==> config.mk <==
export PLATFORM = sky130hd
export DESIGN_NAME = mpc_dense_constraint_d_rom_arbiter_flat
export DESIGN_NICKNAME = d
export VERILOG_FILES = /design/src/rtl/mpc_dense_constraint_d_rom_arbiter_if.sv /design/src/rtl/mpc_dense_constraint_d_rom_arbiter.sv /design/src/flat_wrapper.sv
export SDC_FILE = /design/constraint.sdc
export NUM_CORES = 1
export LEC_CHECK = 0
export CAP_MARGIN = 20
export CORE_MARGIN = 3
export CORE_UTILIZATION = 24
export CTS_CLUSTER_DIAMETER = 40
export DETAILED_ROUTE_END_ITERATION = 16
export PLACE_DENSITY = 0.95
export SYNTH_ARGS = -nofsm -noshare
export SYNTH_HDL_FRONTEND = slang
export SYNTH_SLANG_ARGS = --single-unit
export TNS_END_PERCENT = 1
==> constraint.sdc <==
create_clock -name clk -period 2.02 [get_ports clk]
set_clock_uncertainty 0.15 [all_clocks]
set_input_delay 0.404 -clock clk [delete_from_list [all_inputs] [get_ports clk]]
set_output_delay 0.404 -clock clk [all_outputs]
set_load 0.03 [all_outputs]
==> src/rtl/mpc_dense_constraint_d_rom_arbiter_if.sv <==
// Request/response and ROM bus shared by the d-vector ROM arbiter and its two requesters.
// The slave side is the arbiter. The master side is the requesters together with the ROM.
interface mpc_dense_constraint_d_rom_arbiter_if #(
    parameter int DataWidth    = 21,
    parameter int AddressWidth = 3
);
    logic                    req0_valid;
    logic [AddressWidth-1:0] req0_addr;
    logic                    req0_ready;
    logic                    rsp0_valid;
    logic [DataWidth-1:0]    rsp0_data;
    logic                    rsp0_err;

    logic                    req1_valid;
    logic [AddressWidth-1:0] req1_addr;
    logic                    req1_ready;
    logic                    rsp1_valid;
    logic [DataWidth-1:0]    rsp1_data;
    logic                    rsp1_err;

    logic [AddressWidth-1:0] rom_address0;
    logic                    rom_ce0;
    logic [DataWidth-1:0]    rom_q0;

    modport slave (
        input  req0_valid, req0_addr, req1_valid, req1_addr, rom_q0,
        output req0_ready, rsp0_valid, rsp0_data, rsp0_err,
        output req1_ready, rsp1_valid, rsp1_data, rsp1_err,
        output rom_address0, rom_ce0
    );

    modport master (
        output req0_valid, req0_addr, req1_valid, req1_addr, rom_q0,
        input  req0_ready, rsp0_valid, rsp0_data, rsp0_err,
        input  req1_ready, rsp1_valid, rsp1_data, rsp1_err,
        input  rom_address0, rom_ce0
    );
endinterface

==> src/rtl/mpc_dense_constraint_d_rom_arbiter.sv <==
// Round-robin arbiter that shares a 1-cycle-latency constraint-bound ROM between two requesters.
// Responses are routed back by a one-stage tag. Out-of-range reads return an error response.
module mpc_dense_constraint_d_rom_arbiter #(
    parameter int DataWidth    = 21,
    parameter int AddressWidth = 3,
    parameter int AddressRange = 8
) (
    input  logic clk,
    input  logic reset,
    mpc_dense_constraint_d_rom_arbiter_if.slave bus
);

    function automatic logic addr_err(input logic [AddressWidth-1:0] addr);
        return 32'(addr) >= 32'(AddressRange);
    endfunction

    logic                    last_grant;
    logic                    grant0;
    logic                    grant1;
    logic                    accept_p0;
    logic [AddressWidth-1:0] addr_p0;
    logic                    err_p0;

    logic                    vld_p1;
    logic                    id_p1;
    logic                    err_p1;
    logic [DataWidth-1:0]    data_p1;

    // Stage 0: grant decision and ROM request. last_grant==1 lets req0 win a contest.
    always_comb begin
        grant0 = 1'b0;
        grant1 = 1'b0;
        if (!reset) begin
            if (bus.req0_valid && bus.req1_valid) begin
                grant0 = last_grant;
                grant1 = !last_grant;
            end else begin
                grant0 = bus.req0_valid;
                grant1 = bus.req1_valid;
            end
        end
    end

    assign accept_p0 = grant0 | grant1;
    assign addr_p0   = grant1 ? bus.req1_addr : bus.req0_addr;
    assign err_p0    = addr_err(addr_p0);

    assign bus.req0_ready   = grant0;
    assign bus.req1_ready   = grant1;
    assign bus.rom_ce0      = accept_p0 & ~err_p0;
    assign bus.rom_address0 = accept_p0 ? addr_p0 : '0;

    always_ff @(posedge clk or posedge reset) begin
        if (reset) begin
            vld_p1     <= 1'b0;
            last_grant <= 1'b1;
        end else begin
            vld_p1 <= accept_p0;
            if (accept_p0) begin
                last_grant <= grant1;
            end
        end
    end

    // Tag payload is only observed while vld_p1 is set, so it needs no reset.
    always_ff @(posedge clk) begin
        if (accept_p0) begin
            id_p1  <= grant1;
            err_p1 <= err_p0;
        end
    end

    // Stage 1: ROM data arrives and is steered to the tagged requester.
    assign data_p1 = err_p1 ? '0 : bus.rom_q0;

    assign bus.rsp0_valid = vld_p1 & ~id_p1;
    assign bus.rsp1_valid = vld_p1 & id_p1;
    assign bus.rsp0_err   = bus.rsp0_valid & err_p1;
    assign bus.rsp1_err   = bus.rsp1_valid & err_p1;
    assign bus.rsp0_data  = bus.rsp0_valid ? data_p1 : '0;
    assign bus.rsp1_data  = bus.rsp1_valid ? data_p1 : '0;

endmodule
==> src/flat_wrapper.sv <==
// flat-port wrapper written by rule: the top's interface ports become plain ports
module mpc_dense_constraint_d_rom_arbiter_flat 
#(
    parameter int DataWidth    = 21,
    parameter int AddressWidth = 3,
    parameter int AddressRange = 8
)
  (clk, reset, bus_req0_valid, bus_req0_addr, bus_req1_valid, bus_req1_addr, bus_rom_q0, bus_req0_ready, bus_rsp0_valid, bus_rsp0_data, bus_rsp0_err, bus_req1_ready, bus_rsp1_valid, bus_rsp1_data, bus_rsp1_err, bus_rom_address0, bus_rom_ce0);
  mpc_dense_constraint_d_rom_arbiter_if #(.DataWidth(DataWidth), .AddressWidth(AddressWidth)) bus_i ();
  input  logic clk;
  input  logic reset;
  input wire logic [$bits(bus_i.req0_valid)-1:0] bus_req0_valid;
  input wire logic [$bits(bus_i.req0_addr)-1:0] bus_req0_addr;
  input wire logic [$bits(bus_i.req1_valid)-1:0] bus_req1_valid;
  input wire logic [$bits(bus_i.req1_addr)-1:0] bus_req1_addr;
  input wire logic [$bits(bus_i.rom_q0)-1:0] bus_rom_q0;
  output wire logic [$bits(bus_i.req0_ready)-1:0] bus_req0_ready;
  output wire logic [$bits(bus_i.rsp0_valid)-1:0] bus_rsp0_valid;
  output wire logic [$bits(bus_i.rsp0_data)-1:0] bus_rsp0_data;
  output wire logic [$bits(bus_i.rsp0_err)-1:0] bus_rsp0_err;
  output wire logic [$bits(bus_i.req1_ready)-1:0] bus_req1_ready;
  output wire logic [$bits(bus_i.rsp1_valid)-1:0] bus_rsp1_valid;
  output wire logic [$bits(bus_i.rsp1_data)-1:0] bus_rsp1_data;
  output wire logic [$bits(bus_i.rsp1_err)-1:0] bus_rsp1_err;
  output wire logic [$bits(bus_i.rom_address0)-1:0] bus_rom_address0;
  output wire logic [$bits(bus_i.rom_ce0)-1:0] bus_rom_ce0;
  assign bus_i.req0_valid = bus_req0_valid;
  assign bus_i.req0_addr = bus_req0_addr;
  assign bus_i.req1_valid = bus_req1_valid;
  assign bus_i.req1_addr = bus_req1_addr;
  assign bus_i.rom_q0 = bus_rom_q0;
  assign bus_req0_ready = bus_i.req0_ready;
  assign bus_rsp0_valid = bus_i.rsp0_valid;
  assign bus_rsp0_data = bus_i.rsp0_data;
  assign bus_rsp0_err = bus_i.rsp0_err;
  assign bus_req1_ready = bus_i.req1_ready;
  assign bus_rsp1_valid = bus_i.rsp1_valid;
  assign bus_rsp1_data = bus_i.rsp1_data;
  assign bus_rsp1_err = bus_i.rsp1_err;
  assign bus_rom_address0 = bus_i.rom_address0;
  assign bus_rom_ce0 = bus_i.rom_ce0;
  mpc_dense_constraint_d_rom_arbiter #(.DataWidth(DataWidth), .AddressWidth(AddressWidth), .AddressRange(AddressRange)) u_core (.clk(clk), .reset(reset), .bus(bus_i));
endmodule
-- Word level (Yosys, flattened, before mapping)
Cells that the tools add are included.
- word-level logic and storage cells: 17
- input port bits: 31
- register bits after elaboration: 3
- reductions and logical operators: 2
- muxes and demuxes: 8
- bitwise gates (word level): 4
- operators with widths (cell ; number):
    2-to-1 mux 21 bit ; 2
    2-to-1 mux 3 bit ; 2
    2-to-1 mux 1 bit ; 4
    bitwise AND 1 bit ; 2
    logical AND 1 bit ; 1
    logical NOT 1 bit ; 1
    NOT 1 bit ; 1
    bitwise OR 1 bit ; 1

-- Depth between registers and ports, before layout
Gate-level depths: netlist of run 1.
- depth after elaboration: 5
- mapped depth: 3
- mapped depth without buffers: 3

-- Worst setup path before layout of run 1
OpenSTA, ideal clock, no wires.
- kind: reg2out
- start point: reg u_core.last_grant
- end point: out bus_rom_address0[0]
- cell stages (with the launch flop): 4
- data required time: 1466 ps
- buffers on the path: 0
- setup slack: 278 ps
- arrival time: 1188 ps
- path through: dfstp_2 nand2b_1 a32oi_1 nor2_1
- cells in the longest elaborated chain, start to end: 5
- RTL lines (item ; RTL line ; RTL):
    start, declared ; mpc_dense_constraint_d_rom_arbiter.sv:17 ; logic last_grant;
    start signal, assigned ; mpc_dense_constraint_d_rom_arbiter.sv:60 ; last_grant <= grant1;
    logical NOT 1 bit ; mpc_dense_constraint_d_rom_arbiter.sv:36 ; grant1 = !last_grant;
    2-to-1 mux 1 bit ; mpc_dense_constraint_d_rom_arbiter.sv:34 ; if (bus.req0_valid && bus.req1_valid) begin
    2-to-1 mux 1 bit ; mpc_dense_constraint_d_rom_arbiter.sv:33 ; if (!reset) begin
    2-to-1 mux 3 bit or bitwise OR 1 bit (tied branches) ; mpc_dense_constraint_d_rom_arbiter.sv:45, mpc_dense_constraint_d_rom_arbiter.sv:44 ;
    2-to-1 mux 3 bit (*) ; mpc_dense_constraint_d_rom_arbiter.sv:51 ; assign bus.rom_address0 = accept_p0 ? addr_p0 : '0;
    end, declared ; flat_wrapper.sv:25 ; output wire logic [$bits(bus_i.rom_address0)-1:0] bus_rom_address0;
Every way passes the cells marked *; elsewhere a longest branch is shown, timed or not.

-- Final worst setup path of run 1
- start point: in reset
- end point: out bus_req1_ready
- cells in the longest elaborated chain, start to end: 1
- RTL lines (item ; RTL line ; RTL):
    start, declared ; flat_wrapper.sv:11 ; input logic reset;
    2-to-1 mux 1 bit ; mpc_dense_constraint_d_rom_arbiter.sv:33 ;
    end, declared ; flat_wrapper.sv:21 ; output wire logic [$bits(bus_i.req1_ready)-1:0] bus_req1_ready;
Every way passes these cells.

==> flow_summary.ini, run 1 <==
[run_status]
status = finished, final reports clean

[timing]
grt_setup_unrepaired = false
worst_hold_slack_ps = 410
setup_violators_final = 0
worst_setup_margin_ps = 98.4
setup-tns-final_ps = 0
finalWorstPathRequiredPeriod_ps = 1920
timing_max_transition_violations_final = 0
final_worst_path_cycle_share_pct = 95.1
maxClockFrequency_mhz = 520
final-hold-violation-count = 0

[critical_path]
critical_path_class = primary input to primary output
critical-path-max-stage-delay_ps = 550
crit_required_ps = 1470
cp-start-kind = primary input
crit_path_top_delay_cell = sky130_fd_sc_hd__clkdlybuf4s50_1
critical_path.n_buffers_inverters = 3
critical_path.cell_chain = clkdlybuf4s50_1 > inv_1 > and2_1 > buf_4
endpoint_kind = primary output
critical_path.max_fanout = 5
critPathTopFamily = buffers and inverters
critical_path_arrival_ps = 1370

[global_routing]
first_pass_grt_wire_length_um = 3200
top_usage_layer = met2
grt_use_met2_pct = 30.4
grt_use_total_pct = 15.1
globalRouteOverflowTotal = 0
grt_pass1_vias = 727
grt_util_met3_pct = 3.66
grt_start_max_net_pins = 23
initial_antenna_violation_count = 0
groute.layer.met1.usage_pct = 13.9

[yosys]
synthesis.area_per_instance_um2 = 7.45
post-synth-top-area-cell = sky130_fd_sc_hd__and3_1
synth.cells.most_frequent = sky130_fd_sc_hd__and3_1, sky130_fd_sc_hd__and2_1, sky130_fd_sc_hd__and2_2, sky130_fd_sc_hd__nor2_1, sky130_fd_sc_hd__a32oi_1
synth_warnings = 0
netlist_instances = 71
yosysUniqueCellTypes = 20
yosys.cell_count.top_type = sky130_fd_sc_hd__and3_1
synth_async_sr_flop_share_pct = 66.7
synth.top_cells.by_area = sky130_fd_sc_hd__and3_1, sky130_fd_sc_hd__and2_2, sky130_fd_sc_hd__and2_1
synth-edff-count = 1
yosys.area.top_type_share_pct = 23.6
synth_ff_type = sky130_fd_sc_hd__edfxtp_1
synth-seq-cells = 3
mappedNetlistArea_um2 = 529
synth_sequential_area_ratio_pct = 15.4

[layout]
layout_cells_sized_above_1_pct = 49.0
finish.utilization_pct = 62.9
nFillCells = 192
area_delta_synth_final_pct = 140
design.final.nets = 187
antennaDiodeCount = 0

[pwr]
switching_share_pct = 40.5
power_frac_comb_pct = 61.9
internal-power_uw = 290
power.static_leakage_nw = 0.712
power.density_cell_area_mw_per_mm2 = 383
seq_power_share_pct = 16.8
power.clock.fraction_pct = 21.3
switching_power_uw = 197
power.ir.vdd_worst_v = 0.000322

[floorplanning]
rows = 16
design.die.area_mm2 = 0.00280
number_of_ports_placed_on_the_die_boundary = 83
start_util_pct = 26.2
die_width_um = 53.0
fp.dieH_um = 53.0
core_area_mm2 = 0.00202

[clock_tree]
cts-root-buf = sky130_fd_sc_hd__clkbuf_4
clkLatencyLatePin_ps = 230
cts_max_path_buffers = 2
clkSlewWorstSetupHoldPaths_ps = 30
post_cts.repair.setup_buffers = 0
cts_max_level = 1
cts_buffers = 3
cts_tree = yes
numClockSinks = 3

[placed_design]
buffer_ports.inserted = 80
gp_routability_congestion = 0.727
dp_worst_setup_slack_ps = -15.0

[job]
maxCapViolations = 0

[route]
route.detailed.wl_per_inst_um = 11.8
drtAntennaViolNets = 0
detailedRoute.firstIterationViolations = 6
drt-vias-per-instance = 4.42
totalWireLength_um = 2140
num_vias = 804
route.detailed.drc = 0
drt_first_pass_iters = 2

[min_path]
min-delay-path-class = flop to flop
-- state kept, by name (all words and copies together), names as in the netlist --
name,count
u_core.vld_p1,1
u_core.last_grant,1
u_core.id_p1,1
-- repair_timing --
action	4_1_cts	5_1_grt
setup endpoints to repair	4	0
hold buffers	0	0
resized for setup	3	0
-- logic make-up (layout without fill, tap and decap cells) --
kind of cell,Yosys count,in the layout,synth area share [%]
and+or+nand+nor,52,52,63.6
buffers and inverters,9,92,11.1
AOI/OAI and AO/OA,6,6,9.22
DFF,3,3,15.4
other,1,2,0.709
-- layout by cell type, fill, tap and decap left out --
cell,n
sky130_fd_sc_hd__a21boi_4,1
sky130_fd_sc_hd__a21oi_1,1
sky130_fd_sc_hd__a31oi_1,1
sky130_fd_sc_hd__a32oi_1,3
sky130_fd_sc_hd__and2_1,12
sky130_fd_sc_hd__and2_2,11
sky130_fd_sc_hd__and3_1,20
sky130_fd_sc_hd__and3_2,2
sky130_fd_sc_hd__buf_4,57
sky130_fd_sc_hd__clkbuf_1,1
sky130_fd_sc_hd__clkbuf_4,3
sky130_fd_sc_hd__clkdlybuf4s50_1,28
sky130_fd_sc_hd__conb_1,2
sky130_fd_sc_hd__dfrtp_1,1
sky130_fd_sc_hd__dfstp_2,1
sky130_fd_sc_hd__dlygate4sd2_1,2
sky130_fd_sc_hd__edfxtp_1,1
sky130_fd_sc_hd__inv_1,1
sky130_fd_sc_hd__nand2b_1,1
sky130_fd_sc_hd__nor2_1,5
sky130_fd_sc_hd__nor2b_4,1
-- final timing paths --
kind                                         from                 to  slack, ps  cells past startpoint
worst min-delay path            u_core.last_grant  u_core.last_grant        410                      1
max in group asynchronous                   reset  u_core.last_grant       1090                      3
min in group asynchronous                   reset      u_core.vld_p1        440                      3
worst min register to register  u_core.last_grant  u_core.last_grant        410                      1
worst max register to register  u_core.last_grant       u_core.id_p1        800                      2
worst max-delay path                        reset     bus_req1_ready        100                      4
-- stage by stage --
stage	instance area, um2	power, mW	cells
final	1270	0.487	182
after global routing	1270	0.521	182
after CTS	1270	0.498	182
after detailed placement	1240	0.385	178
after global placement	1240	0.378	178
after floorplan	533	0.243	72
-- final cells by class --
cell class	instances	area, um2	share of cell area, %
Tap cell	27	33.8	2.66
Multi-Input combinational cell	60	400	31.5
Inverter	1	3.75	0.295
Timing Repair Buffer	87	726	57.1
Sequential cell	3	81.3	6.40
Clock buffer	4	26.3	2.07
-- power by group through the flow --
stage	sequential, mW	combinational, mW	clock [mW]
after global placement	0.0801	0.298	0
after detailed placement	0.0812	0.304	0
after CTS	0.0819	0.305	0.111
final	0.0820	0.302	0.104
after global routing	0.0828	0.321	0.117
after floorplan	0.0801	0.163	0
-- metal layers --
| metal | wire length (um) | up-vias | part of all wire [%] |
|---|---|---|---|
| li1 | - | 411 | - |
| met1 | 649 | 353 | 30 |
| met2 | 1260 | 40 | 59 |
| met3 | 235 | 0 | 11 |
| met4 | 0 | 0 | 0 |
| met5 | 0 | - | 0 |
Power figures use the tool's default switching activity.
==> inputs of run 2 (changes only) <==
--- a/config.mk
+++ b/config.mk
@@ -11,6 +11,7 @@
 export CTS_CLUSTER_DIAMETER = 40
 export DETAILED_ROUTE_END_ITERATION = 16
 export PLACE_DENSITY = 0.95
+export SKIP_CTS_REPAIR_TIMING = 1
 export SYNTH_ARGS = -nofsm -noshare
 export SYNTH_HDL_FRONTEND = slang
 export SYNTH_SLANG_ARGS = --single-unit
==> flow_summary.ini, run 2 (same netlist as run 1, synthesis figures left out) <==
[global_routing]
initial_antenna_violation_count = 0
top_usage_layer = met2
globalRouteOverflowTotal = 0
groute.layer.met1.usage_pct = 14.1
grt_use_met2_pct = 29.5
grt_pass1_vias = 723
grt_use_total_pct = 14.9
first_pass_grt_wire_length_um = 3180
grt_start_max_net_pins = 23
grt_util_met3_pct = 3.66

[placed_design]
post_dp_area_mm2 = 0.00124
buffer_ports.inserted = 80
dp_worst_setup_slack_ps = -15.0
gp_routability_congestion = 0.727
placed_cells = 178

[timing]
worst_setup_margin_ps = 104
maxClockFrequency_mhz = 522
grt_setup_unrepaired = false
finalWorstPathRequiredPeriod_ps = 1920
final_worst_path_cycle_share_pct = 94.8
setup_violators_final = 0
timing_max_transition_violations_final = 0
setup-tns-final_ps = 0
final-hold-violation-count = 0

[pwr]
power.ir.vdd_worst_v = 0.000330
power.density_cell_area_mw_per_mm2 = 383
report.power.total_uw = 493
power.static_leakage_nw = 0.734

[route]
drt_first_pass_iters = 3
num_vias = 805
drt-vias-per-instance = 4.42
route.detailed.wl_per_inst_um = 12.0
totalWireLength_um = 2180
detailedRoute.firstIterationViolations = 7
drtAntennaViolNets = 0
route.detailed.drc = 0

[clock_tree]
cts-root-buf = sky130_fd_sc_hd__clkbuf_4
cts_buffers = 3
cts_max_path_buffers = 2
cts_max_level = 1
cts_tree = yes
clkSlewWorstSetupHoldPaths_ps = 30
numClockSinks = 3
clkLatencyLatePin_ps = 230

[min_path]
worstHoldEndpoint = u_core.last_grant
hold_depth = 1
min-delay-path-class = flop to flop
hold_start = u_core.last_grant

[critical_path]
endpoint_kind = primary output
critical_path_arrival_ps = 1360
timing.rr.end = u_core.id_p1
critical_path_class = primary input to primary output
crit_required_ps = 1470
crit_path_top_delay_cell = sky130_fd_sc_hd__clkdlybuf4s50_1
cp-start-kind = primary input
startpoint_of_the_worst_register_to_register_path = u_core.last_grant
critical_path.cell_chain = clkdlybuf4s50_1 > inv_1 > and2_1 > buf_4
critical_path.n_buffers_inverters = 3
regToRegSetupSlack_ps = 790
critPathTopFamily = buffers and inverters
critical_path.max_fanout = 5
r2r.worst_path.cells = 2
critical-path-max-stage-delay_ps = 550

[floorplanning]
fp.dieH_um = 53.0
die_width_um = 53.0
number_of_ports_placed_on_the_die_boundary = 83
start_util_pct = 26.2
design.die.area_mm2 = 0.00280
rows = 16
core_area_mm2 = 0.00202

[job]
maxCapViolations = 0

[layout]
layout_cells_sized_above_1_pct = 49.7
post_layout_nonfiller_instances = 182
final_cell_area_mm2 = 0.00129
area_delta_synth_final_pct = 143
antennaDiodeCount = 0
design.final.nets = 187
final_common_cell = sky130_fd_sc_hd__buf_4
nFillCells = 187
reg.largest.list = u_core.id_p1 (1), u_core.last_grant (1), u_core.vld_p1 (1)
final_cell_mix = sky130_fd_sc_hd__buf_4, sky130_fd_sc_hd__clkdlybuf4s50_1, sky130_fd_sc_hd__and3_1

[run_status]
status = finished, final reports clean
## run 2: final cells by class
class | instances | area, um2 | share of cell area [%]
clock buffers | 4 | 26.3 | 2.04
inverters | 1 | 3.75 | 0.292
multi-input cells | 60 | 408 | 31.7
flip-flops and latches | 3 | 81.3 | 6.32
well taps | 27 | 33.8 | 2.63
repair buffers | 87 | 733 | 57.0
## run 2: worst max path at each step
stage	startpoint	end	slack, ps	cells past startpoint
floorplan	u_core.last_grant	bus_rom_address0[0]	280	3
global placement	bus_req1_valid	bus_rom_address0[2]	40	5
detailed placement	bus_req1_valid	bus_req1_ready	-20	4
CTS	bus_req1_valid	bus_rom_address0[2]	-20	5
global route	u_core.id_p1	bus_rsp0_data[15]	20	3
finish	reset	bus_req1_ready	100	4
## run 2: where the power goes
part | leakage (nW) | switching, mW | internal (mW) | total [mW]
Combinational | 0.686 | 0.160 | 0.147 | 0.307
Sequential | 0.0328 | 0.00883 | 0.0735 | 0.0823
Clock | 0.0150 | 0.0298 | 0.0739 | 0.104
## run 2: metal layers
layer  routed length, um  vias up
met2                1280       40
met5                   0        -
met4                   0        0
li1                    -      409
met3                 227        0
met1                 680      356
## run 2: through the flow
step                      util, %  hold slack (ps)
after floorplan                 -             21.6
after global placement       61.3              375
after detailed placement     61.3              398
after CTS                    62.6              406
after global routing         63.6              449
final                        63.6              414
==> inputs of run 3 (changes only) <==
--- a/config.mk
+++ b/config.mk
@@ -5,14 +5,14 @@
 export SDC_FILE = /design/constraint.sdc
 export NUM_CORES = 1
 export LEC_CHECK = 0
+export ABC_AREA = 1
 export CAP_MARGIN = 20
 export CORE_MARGIN = 3
 export CORE_UTILIZATION = 24
 export CTS_CLUSTER_DIAMETER = 40
 export DETAILED_ROUTE_END_ITERATION = 16
-export PLACE_DENSITY = 0.95
+export PLACE_DENSITY = 0.93
 export SKIP_CTS_REPAIR_TIMING = 1
 export SYNTH_ARGS = -nofsm -noshare
 export SYNTH_HDL_FRONTEND = slang
 export SYNTH_SLANG_ARGS = --single-unit
-export TNS_END_PERCENT = 1
==> flow_summary.ini, run 3 <==
[clock_tree]
clkLatencyLatePin_ps = 230
cts_tree = yes
numClockSinks = 3
cts_buffers = 3
cts-root-buf = sky130_fd_sc_hd__clkbuf_4
cts_max_level = 1
clkSlewWorstSetupHoldPaths_ps = 40
cts_max_path_buffers = 2

[timing]
grt_setup_unrepaired = true
setup-tns-final_ps = 0
maxClockFrequency_mhz = 502
finalWorstPathRequiredPeriod_ps = 1990
timing_max_transition_violations_final = 0
final-hold-violation-count = 0
final_worst_path_cycle_share_pct = 98.6
setup_violators_final = 0

[critical_path]
timing.rr.end = u_core.id_p1
crit_path_top_delay_cell = sky130_fd_sc_hd__clkdlybuf4s50_1
critical-path-max-stage-delay_ps = 480
endpoint_kind = primary output
critical_path.n_buffers_inverters = 3
critPathTopFamily = buffers and inverters
startpoint_of_the_worst_register_to_register_path = u_core.last_grant
r2r.worst_path.cells = 5
cell_repeated_most_along_the_worst_path = sky130_fd_sc_hd__nand2_1
critical_path.cell_chain = clkdlybuf4s50_1 > inv_1 > nor2_2 > nand2_1 > nand2_1 > buf_4
critical_path_class = primary input to primary output
cp-start-kind = primary input
regToRegSetupSlack_ps = 620
critical_path_arrival_ps = 1440
critical_path.max_fanout = 5
crit_required_ps = 1470

[min_path]
hold_start = u_core.last_grant
hold_depth = 2
min-delay-path-class = flop to flop
worstHoldEndpoint = u_core.last_grant

[pwr]
report.power.total_uw = 538
power.static_leakage_nw = 0.754
power.ir.vdd_worst_v = 0.000304
power.density_cell_area_mw_per_mm2 = 424

[placed_design]
hpwlAfterDp_um = 1860
placed_cells = 204
gp_routability_congestion = 0.693
buffer_ports.inserted = 80
post_dp_area_mm2 = 0.00124

[global_routing]
grt_use_met2_pct = 30.0
first_pass_grt_wire_length_um = 3080
globalRouteOverflowTotal = 0
grt_start_max_net_pins = 22
initial_antenna_violation_count = 0
grt_util_met3_pct = 4.43
grt_pass1_vias = 752
grt_use_total_pct = 14.2
groute.layer.met1.usage_pct = 12.2
top_usage_layer = met2

[floorplanning]
design.die.area_mm2 = 0.00287
core_area_mm2 = 0.00204
fp.dieH_um = 53.6
rows = 16
number_of_ports_placed_on_the_die_boundary = 83
die_width_um = 53.6
start_util_pct = 26.6

[yosys]
synth_sequential_area_ratio_pct = 15.0
synth_warnings = 0
yosys.area.top_type_share_pct = 21.9
mappedNetlistArea_um2 = 543
synthesis.area_per_instance_um2 = 5.49
post-synth-top-area-cell = sky130_fd_sc_hd__nor2_2
synth-edff-count = 1
synth_async_sr_flop_share_pct = 66.7
netlist_instances = 99
synth.top_cells.by_area = sky130_fd_sc_hd__nor2_2, sky130_fd_sc_hd__inv_1, sky130_fd_sc_hd__nor2_1
yosysUniqueCellTypes = 16
yosys.cell_count.top_type = sky130_fd_sc_hd__inv_1
synth-seq-cells = 3
synth_ff_type = sky130_fd_sc_hd__edfxtp_1
synth.cells.most_frequent = sky130_fd_sc_hd__inv_1, sky130_fd_sc_hd__nor2_1, sky130_fd_sc_hd__nor2_2, sky130_fd_sc_hd__nand2_1, sky130_fd_sc_hd__nand3_1

[layout]
final_common_cell = sky130_fd_sc_hd__buf_4
post_layout_nonfiller_instances = 208
layout_cells_sized_above_1_pct = 43.6
antennaDiodeCount = 0
final_cell_area_mm2 = 0.00127
final_cell_mix = sky130_fd_sc_hd__buf_4, sky130_fd_sc_hd__clkdlybuf4s50_1, sky130_fd_sc_hd__inv_1
reg.largest.list = u_core.id_p1 (1), u_core.last_grant (1), u_core.vld_p1 (1)
design.final.nets = 213
area_delta_synth_final_pct = 134
finish.utilization_pct = 62.2

[route]
route.detailed.drc = 0
drt-vias-per-instance = 4.07
detailedRoute.firstIterationViolations = 6
route.detailed.wl_per_inst_um = 10.4
drtAntennaViolNets = 0
num_vias = 846
totalWireLength_um = 2170
drt_first_pass_iters = 2

[job]
maxCapViolations = 0

[run_status]
status = finished, final reports clean
-- run 3: cell count changes in the layout (fill, tap and decap cells not counted), sizes merged, moves of 3 or more --
| cell | delta |
|---|---|
| clkdlybuf4s50 | +3 |
| buf | -6 |
| inv | +28 |
| nand4 | +3 |
| nor2 | +39 |
| nand2 | +8 |
| a32oi | -3 |
| and2 | -23 |
| and3 | -22 |
| nand3 | +4 |
-- run 3: worst register-to-register path, cell delays in order, from the launching register on --
cell and delay (ps):
sky130_fd_sc_hd__dfstp_2 530, sky130_fd_sc_hd__inv_1 50, sky130_fd_sc_hd__nand2_1 100, sky130_fd_sc_hd__nand2_1 90
sky130_fd_sc_hd__nand2_1 90, sky130_fd_sc_hd__buf_4 120
-- run 3: kinds of logic after synthesis --
family                 synth area share (%)
AO/OA/AOI/OAI                         0.921
buffers and inverters                  28.8
flip-flops                             15.0
other                                 0.691
AND/OR/NAND/NOR                        54.6
-- run 3: stage by stage --
step,hold slack [ps],setup WS [ps]
after CTS,370,-54.2
final,368,28.2
after global placement,357,-12.5
after detailed placement,364,-51.4
after global routing,403,-41.8
after floorplan,28.2,217
-- run 3: report_power, final --
| group | switching (mW) | total (mW) | internal (mW) |
|---|---|---|---|
| Sequential | 0.00404 | 0.0770 | 0.0729 |
| Clock | 0.0302 | 0.104 | 0.0740 |
| Combinational | 0.213 | 0.357 | 0.144 |
| Total | 0.247 | 0.538 | 0.291 |
-- run 3: layout make-up --
type | count | area (um2)
timing repair buffer | 83 | 706
fill | 194 | 772
tap | 27 | 33.8
inverter | 29 | 111
multi-input combinational | 62 | 312
sequential | 3 | 81.3
clock buffer | 4 | 26.3
-- run 3: per-layer routing --
metal | vias to the layer above | routed length [um]
met3 | 0 | 301
met1 | 362 | 661
met4 | 0 | 0
met5 | - | 0
li1 | 437 | -
met2 | 47 | 1210
-- run 3: worst max path at each step --
stage                              start               end  slack, ps  cells past startpoint
after floorplan             u_core.id_p1  bus_rsp0_data[0]        220                      4
after global placement    bus_req0_valid       bus_rom_ce0        -10                      6
after detailed placement  bus_req0_valid       bus_rom_ce0        -50                      6
after CTS                 bus_req0_valid       bus_rom_ce0        -50                      6
after global routing      bus_req0_valid       bus_rom_ce0        -40                      6
final                     bus_req0_valid       bus_rom_ce0         30                      6
==> RTL change 1: new RTL, config.mk and constraints of run 2 <==
`DataWidth` is set to 21 in 3 places; all go to 19.
--- a/src/rtl/mpc_dense_constraint_d_rom_arbiter_if.sv
+++ b/src/rtl/mpc_dense_constraint_d_rom_arbiter_if.sv
@@ -1,7 +1,7 @@
 // Request/response and ROM bus shared by the d-vector ROM arbiter and its two requesters.
 // The slave side is the arbiter. The master side is the requesters together with the ROM.
 interface mpc_dense_constraint_d_rom_arbiter_if #(
-    parameter int DataWidth    = 21,
+    parameter int DataWidth    = 19,
     parameter int AddressWidth = 3
 );
     logic                    req0_valid;
--- a/src/rtl/mpc_dense_constraint_d_rom_arbiter.sv
+++ b/src/rtl/mpc_dense_constraint_d_rom_arbiter.sv
@@ -1,7 +1,7 @@
 // Round-robin arbiter that shares a 1-cycle-latency constraint-bound ROM between two requesters.
 // Responses are routed back by a one-stage tag. Out-of-range reads return an error response.
 module mpc_dense_constraint_d_rom_arbiter #(
-    parameter int DataWidth    = 21,
+    parameter int DataWidth    = 19,
     parameter int AddressWidth = 3,
     parameter int AddressRange = 8
 ) (
--- a/src/flat_wrapper.sv
+++ b/src/flat_wrapper.sv
@@ -1,7 +1,7 @@
 // flat-port wrapper written by rule: the top's interface ports become plain ports
 module mpc_dense_constraint_d_rom_arbiter_flat 
 #(
-    parameter int DataWidth    = 21,
+    parameter int DataWidth    = 19,
     parameter int AddressWidth = 3,
     parameter int AddressRange = 8
 )
Interface: changed (resized bus_rom_q0, bus_rsp0_data and bus_rsp1_data); port bits go from 83 to 77. No check against the original RTL was run, so the function may have changed too.
==> RTL change 1 against run 2 <==
Sequential power about the same; area after synthesis down 7.6%; total power down 5.1%; count of clock-buffer cells in the layout unchanged; worst setup slack worse by 0.011 ns; maximum frequency down 0.59%; sequential cell count unchanged; synthesized cell count down 5.6%; wire length up 1.3%; sequential share of layout area up 0.58 points; die area down 6.7%; design area down 8.4%; critical path type unchanged.
==> RTL change 1: results (changes against run 2) <==
* Yosys warns at 0 (unchanged)
* Latest clock arrival within the worst-skew pair at 0.23 ns (about the same)
* Largest stage delay, worst path at 0.55 ns (about the same)
* TritonRoute pass-1 iters at 4 (+1)
* Worst-path clk slew at 0.03 ns (about the same)
* Async SR Flop Fraction at 66.67% (unchanged)
* Root Driver: clkbuf_4
* Initial DRC count at 9 (+2)
* Cts bufs inserted at 3 (unchanged)
* Diode count at 0 (unchanged)
* Cells on worst reg2reg path at 2 (unchanged)
* Post-DR vias/cell at 4.550 (+2.9%)
* Post-synth top cells: and2_1, and3_1, nor2_1, a32oi_1
* EDFF count, synth at 1 (unchanged)
* I/O Buffers at 74 (-7.5%)
* Static Leak at 0.0006687 uW (-8.9%)
* End of the critical path: bus_req0_ready
* Share of cells above drive strength 1 at 40.97% (-8.7 points)
* Initial antenna violation count at 0 (unchanged)
* Max Fanout on Critical Path at 5 (unchanged)
* Synth Area in Compound Gates at 9.974% (+0.75 points)
* Xor-xnor portion of the synthesized cell area at 0% (unchanged)
* RePlAce Congestion at 0.7133 (-1.8%)
* Post-synthesis sequential area ratio at 16.62% (+1.3 points)
* Largest net degree at the start of global routing at 21 (-8.7%)
* FF-to-FF End: u_core.id_p1
* Multiplexer area fraction after synthesis at 0% (unchanged)
* RR Startpoint: u_core.last_grant
* Fill cells at 152 (-19%)
* Biggest regs: u_core.id_p1 (1), u_core.last_grant (1), u_core.vld_p1 (1)
* Synth top area cells: and2_1, and3_1, edfxtp_1
* Worst hold margin at 0.3488 ns (-0.06466 ns)
* Peak supply drop at 0.0002980 V (-9.8%)
* Hpwl dp at 1.767 mm
* H-tree Lvls at 1 (unchanged)
* Total track usage at 16.00% (+1.1 points)
* Status: finished, final reports clean
* GRT Residual Overflow at 0 (unchanged)
* Count leader, synth: and2_1
* Vias in the first global route at 660 (-8.7%)
* Library cells used by synthesis at 19 (-5.0%)
* Nets at 174 (-7.0%)
* First-pass GRT wire length at 3.215 mm (+1.1%)
* Avg WL per Cell at 13.08 um (+9.1%)
* CP max stage cell: clkdlybuf4s50_1
* Critical Path Start: reset
* Worst Hold Class: in2reg
* Commonest register cell after synthesis: edfxtp_1
* Adder-Cell Fraction of Synth Area at 0% (unchanged)
* Switching Fraction at 40.32% (about the same)
* DP Area at 1140 um^2 (-8.1%)
-- RTL change 1: cells by family after synthesis --
group           Yosys count
buf+inv                   9
flops                     3
other cells               1
compound gates            6
simple gates             48
-- RTL change 1: how the worst min path moves through the flow --
stage                                  from                end  cells past startpoint
after global routing         bus_req0_valid  u_core.last_grant                      2
after global placement    u_core.last_grant  u_core.last_grant                      2
after floorplan                       reset      u_core.vld_p1                      1
final                        bus_req0_valid  u_core.last_grant                      2
after detailed placement  u_core.last_grant  u_core.last_grant                      2
after CTS                 u_core.last_grant  u_core.last_grant                      2
-- RTL change 1: power groups by stage --
stage / Clock, uW / Sequential, uW / Combinational [uW]
2_1_floorplan: 0 / 79.5 / 152
3_3_place_gp: 0 / 80.1 / 277
3_5_place_dp: 0 / 81.4 / 282
4_1_cts: 109 / 80.7 / 282
5_1_grt: 114 / 82.9 / 299
6_report: 103 / 82.0 / 284
-- RTL change 1: layer usage --
| metal | vias up | global-route usage [%] | routed length [um] |
|---|---|---|---|
| met2 | 37 | 31.76 | 1262 |
| met5 | - | 0 | 0 |
| met4 | 0 | 5.381 | 7 |
| met3 | 2 | 4.082 | 193 |
| li1 | 384 | - | - |
| met1 | 346 | 15.61 | 748 |
-- RTL change 1: final cells by class --
class	instances	area (um^2)	share of cell area [%]
clock buffers	4	26.28	2.229
inverters	1	3.754	0.3185
repair buffers	80	675.6	57.32
well taps	25	31.28	2.654
multi-input cells	56	360.3	30.57
flip-flops and latches	3	81.33	6.900
-- RTL change 1: stage by stage --
stage	std cells	worst slack, ns
after CTS	169	-0.01996
after global placement	165	0.03357
after floorplan	68	0.2781
after global routing	169	0.01469
after detailed placement	165	-0.02175
final	169	0.09269
==> RTL change 2: new RTL, flow settings as in run 2 <==
Made on the original files. Make the reset (`reset`) synchronous in one clocked block.
--- a/src/rtl/mpc_dense_constraint_d_rom_arbiter.sv
+++ b/src/rtl/mpc_dense_constraint_d_rom_arbiter.sv
@@ -50,7 +50,7 @@
     assign bus.rom_ce0      = accept_p0 & ~err_p0;
     assign bus.rom_address0 = accept_p0 ? addr_p0 : '0;
 
-    always_ff @(posedge clk or posedge reset) begin
+    always_ff @(posedge clk) begin
         if (reset) begin
             vld_p1     <= 1'b0;
             last_grant <= 1'b1;
Function: differs if reset is asserted again (counterexample within 4 cycles, from zero or initial values and one cycle with reset high); with reset held inactive, the same outputs for 10 cycles.
==> RTL change 2 against run 2 <==
Sequential power decreased by 13%; register-to-register slack better by 0.07 ns; sequential cell count unchanged; design area up 1.8%; wire length up 9.0%; combinational power decreased by 3%; total power is 3.3% lower; area after synthesis is 4.7% higher; worst setup slack got worse by 0.0077 ns; critical endpoint is now bus_rsp0_data[14]; largest power group unchanged; highest routed layer is now met4.
==> RTL change 2: results (changes against run 2) <==
* Power per Cell Area at 364.4 nW/um^2 (-5.0%)
* Commonest register cell after synthesis: dfxtp_1
* RePlAce Congestion at 0.7224 (-0.59%)
* Vias at 827 (+2.7%)
* EDFF count, synth at 1 (unchanged)
* Delay-heaviest family, CP: simple AND/OR/NAND/NOR gates
* End of the critical path: bus_rsp0_data[14]
* Hold Crit Endpoint: u_core.vld_p1
* Async SR Flop Fraction at 0% (-67 points)
* Pre-CTS setup slack at -0.07627 ns (-0.06123 ns)
* Placed insts at 179 (+0.56%)
* Cells on worst reg2reg path at 3 (+1)
* Sequential cell area at 70.07 um^2 (-14%)
* RR Startpoint: u_core.last_grant
* Critical Path Start: u_core.id_p1
* TritonRoute pass-1 iters at 2 (-1)
* Switching Fraction at 40.90% (+0.60 points)
* Share of cells above drive strength 1 at 50.64% (+0.96 points)
* FF-to-FF End: u_core.last_grant
* Status: finished, final reports clean
* Clock-cell share at 2.008% (-0.035 points)
* Fraction of area in multi-input gates at 34.70% (+3.0 points)
* Worst Hold Depth at 3 (+2)
* Nets at 188 (+0.53%)
* Post-synthesis sequential area ratio at 12.64% (-2.7 points)
* CP max stage cell: edfxtp_1
* Static Leak at 0.0007350 uW (+0.12%)
* Peak supply drop at 0.0002809 V (-15%)
* Multi-Input Combinational at 63 (+5.0%)
* Post-DR vias/cell at 4.519 (+2.2%)
* Worst Hold Class: in2reg
* Post-synth top cells: and3_1, and2_1, and2_2, nand2b_1, nor2_1
* Max Fanout on Critical Path at 22 (+17)
* First-pass GRT wire length at 3.105 mm (-2.4%)
* Die area at 2922 um^2 (+4.2%)
* Avg WL per Cell at 13.01 um (+8.4%)
* Signal buffers share of area at 55.07% (-1.9 points)
* Vias in the first global route at 737 (+1.9%)
* H-tree Lvls at 1 (unchanged)
* Worst hold margin at 0.3379 ns (-0.07560 ns)
* Initial DRC count at 4 (-3)
* Final min period at 1.924 ns (+0.007742 ns)
* Synth top area cells: and3_1, and2_2, and2_1
* Largest stage delay, worst path at 0.41 ns (-0.14 ns)
* Worst reg2reg setup slack at 0.86 ns (+0.07 ns)
* Hold Path Origin: bus_req1_valid
* Sequential cell count at 3 (unchanged)
* Mean Syn Cell Area at 7.390 um^2 (-0.86%)
* DP Area at 1239 um^2 (-0.10%)
* Total track usage at 14.68% (-0.23 points)
* Number of non-clock buffers at 85 (-2.3%)
-- RTL change 2: cell types whose count changed after synthesis, moves of 2 or more --
cell | run 2 | this run
a32oi_1 | 3 | 0
dfxtp_1 | 0 | 2
nand2b_1 | 1 | 6
o32ai_1 | 0 | 3
-- RTL change 2: cells by family after synthesis --
family / share of synthesized area [%]
simple gates: 65.91
flops: 12.64
buf+inv: 12.64
compound gates: 8.128
other cells: 0.6766
-- RTL change 2: power groups by stage --
stage	Sequential, uW	Combinational (uW)	Clock [uW]
3_3_place_gp	71.2	284	0
3_5_place_dp	71.5	290	0
4_1_cts	70.5	291	114
5_1_grt	71.9	313	123
2_1_floorplan	71.8	158	0
6_report	71.4	297	109
-- RTL change 2: per-layer routing --
layer	vias up	global-route usage [%]	wire [um]
met5	-	0	0
met4	0	7.054	29
met3	4	6.371	209
met2	39	29.23	1368
met1	370	11.93	772
li1	414	-	-
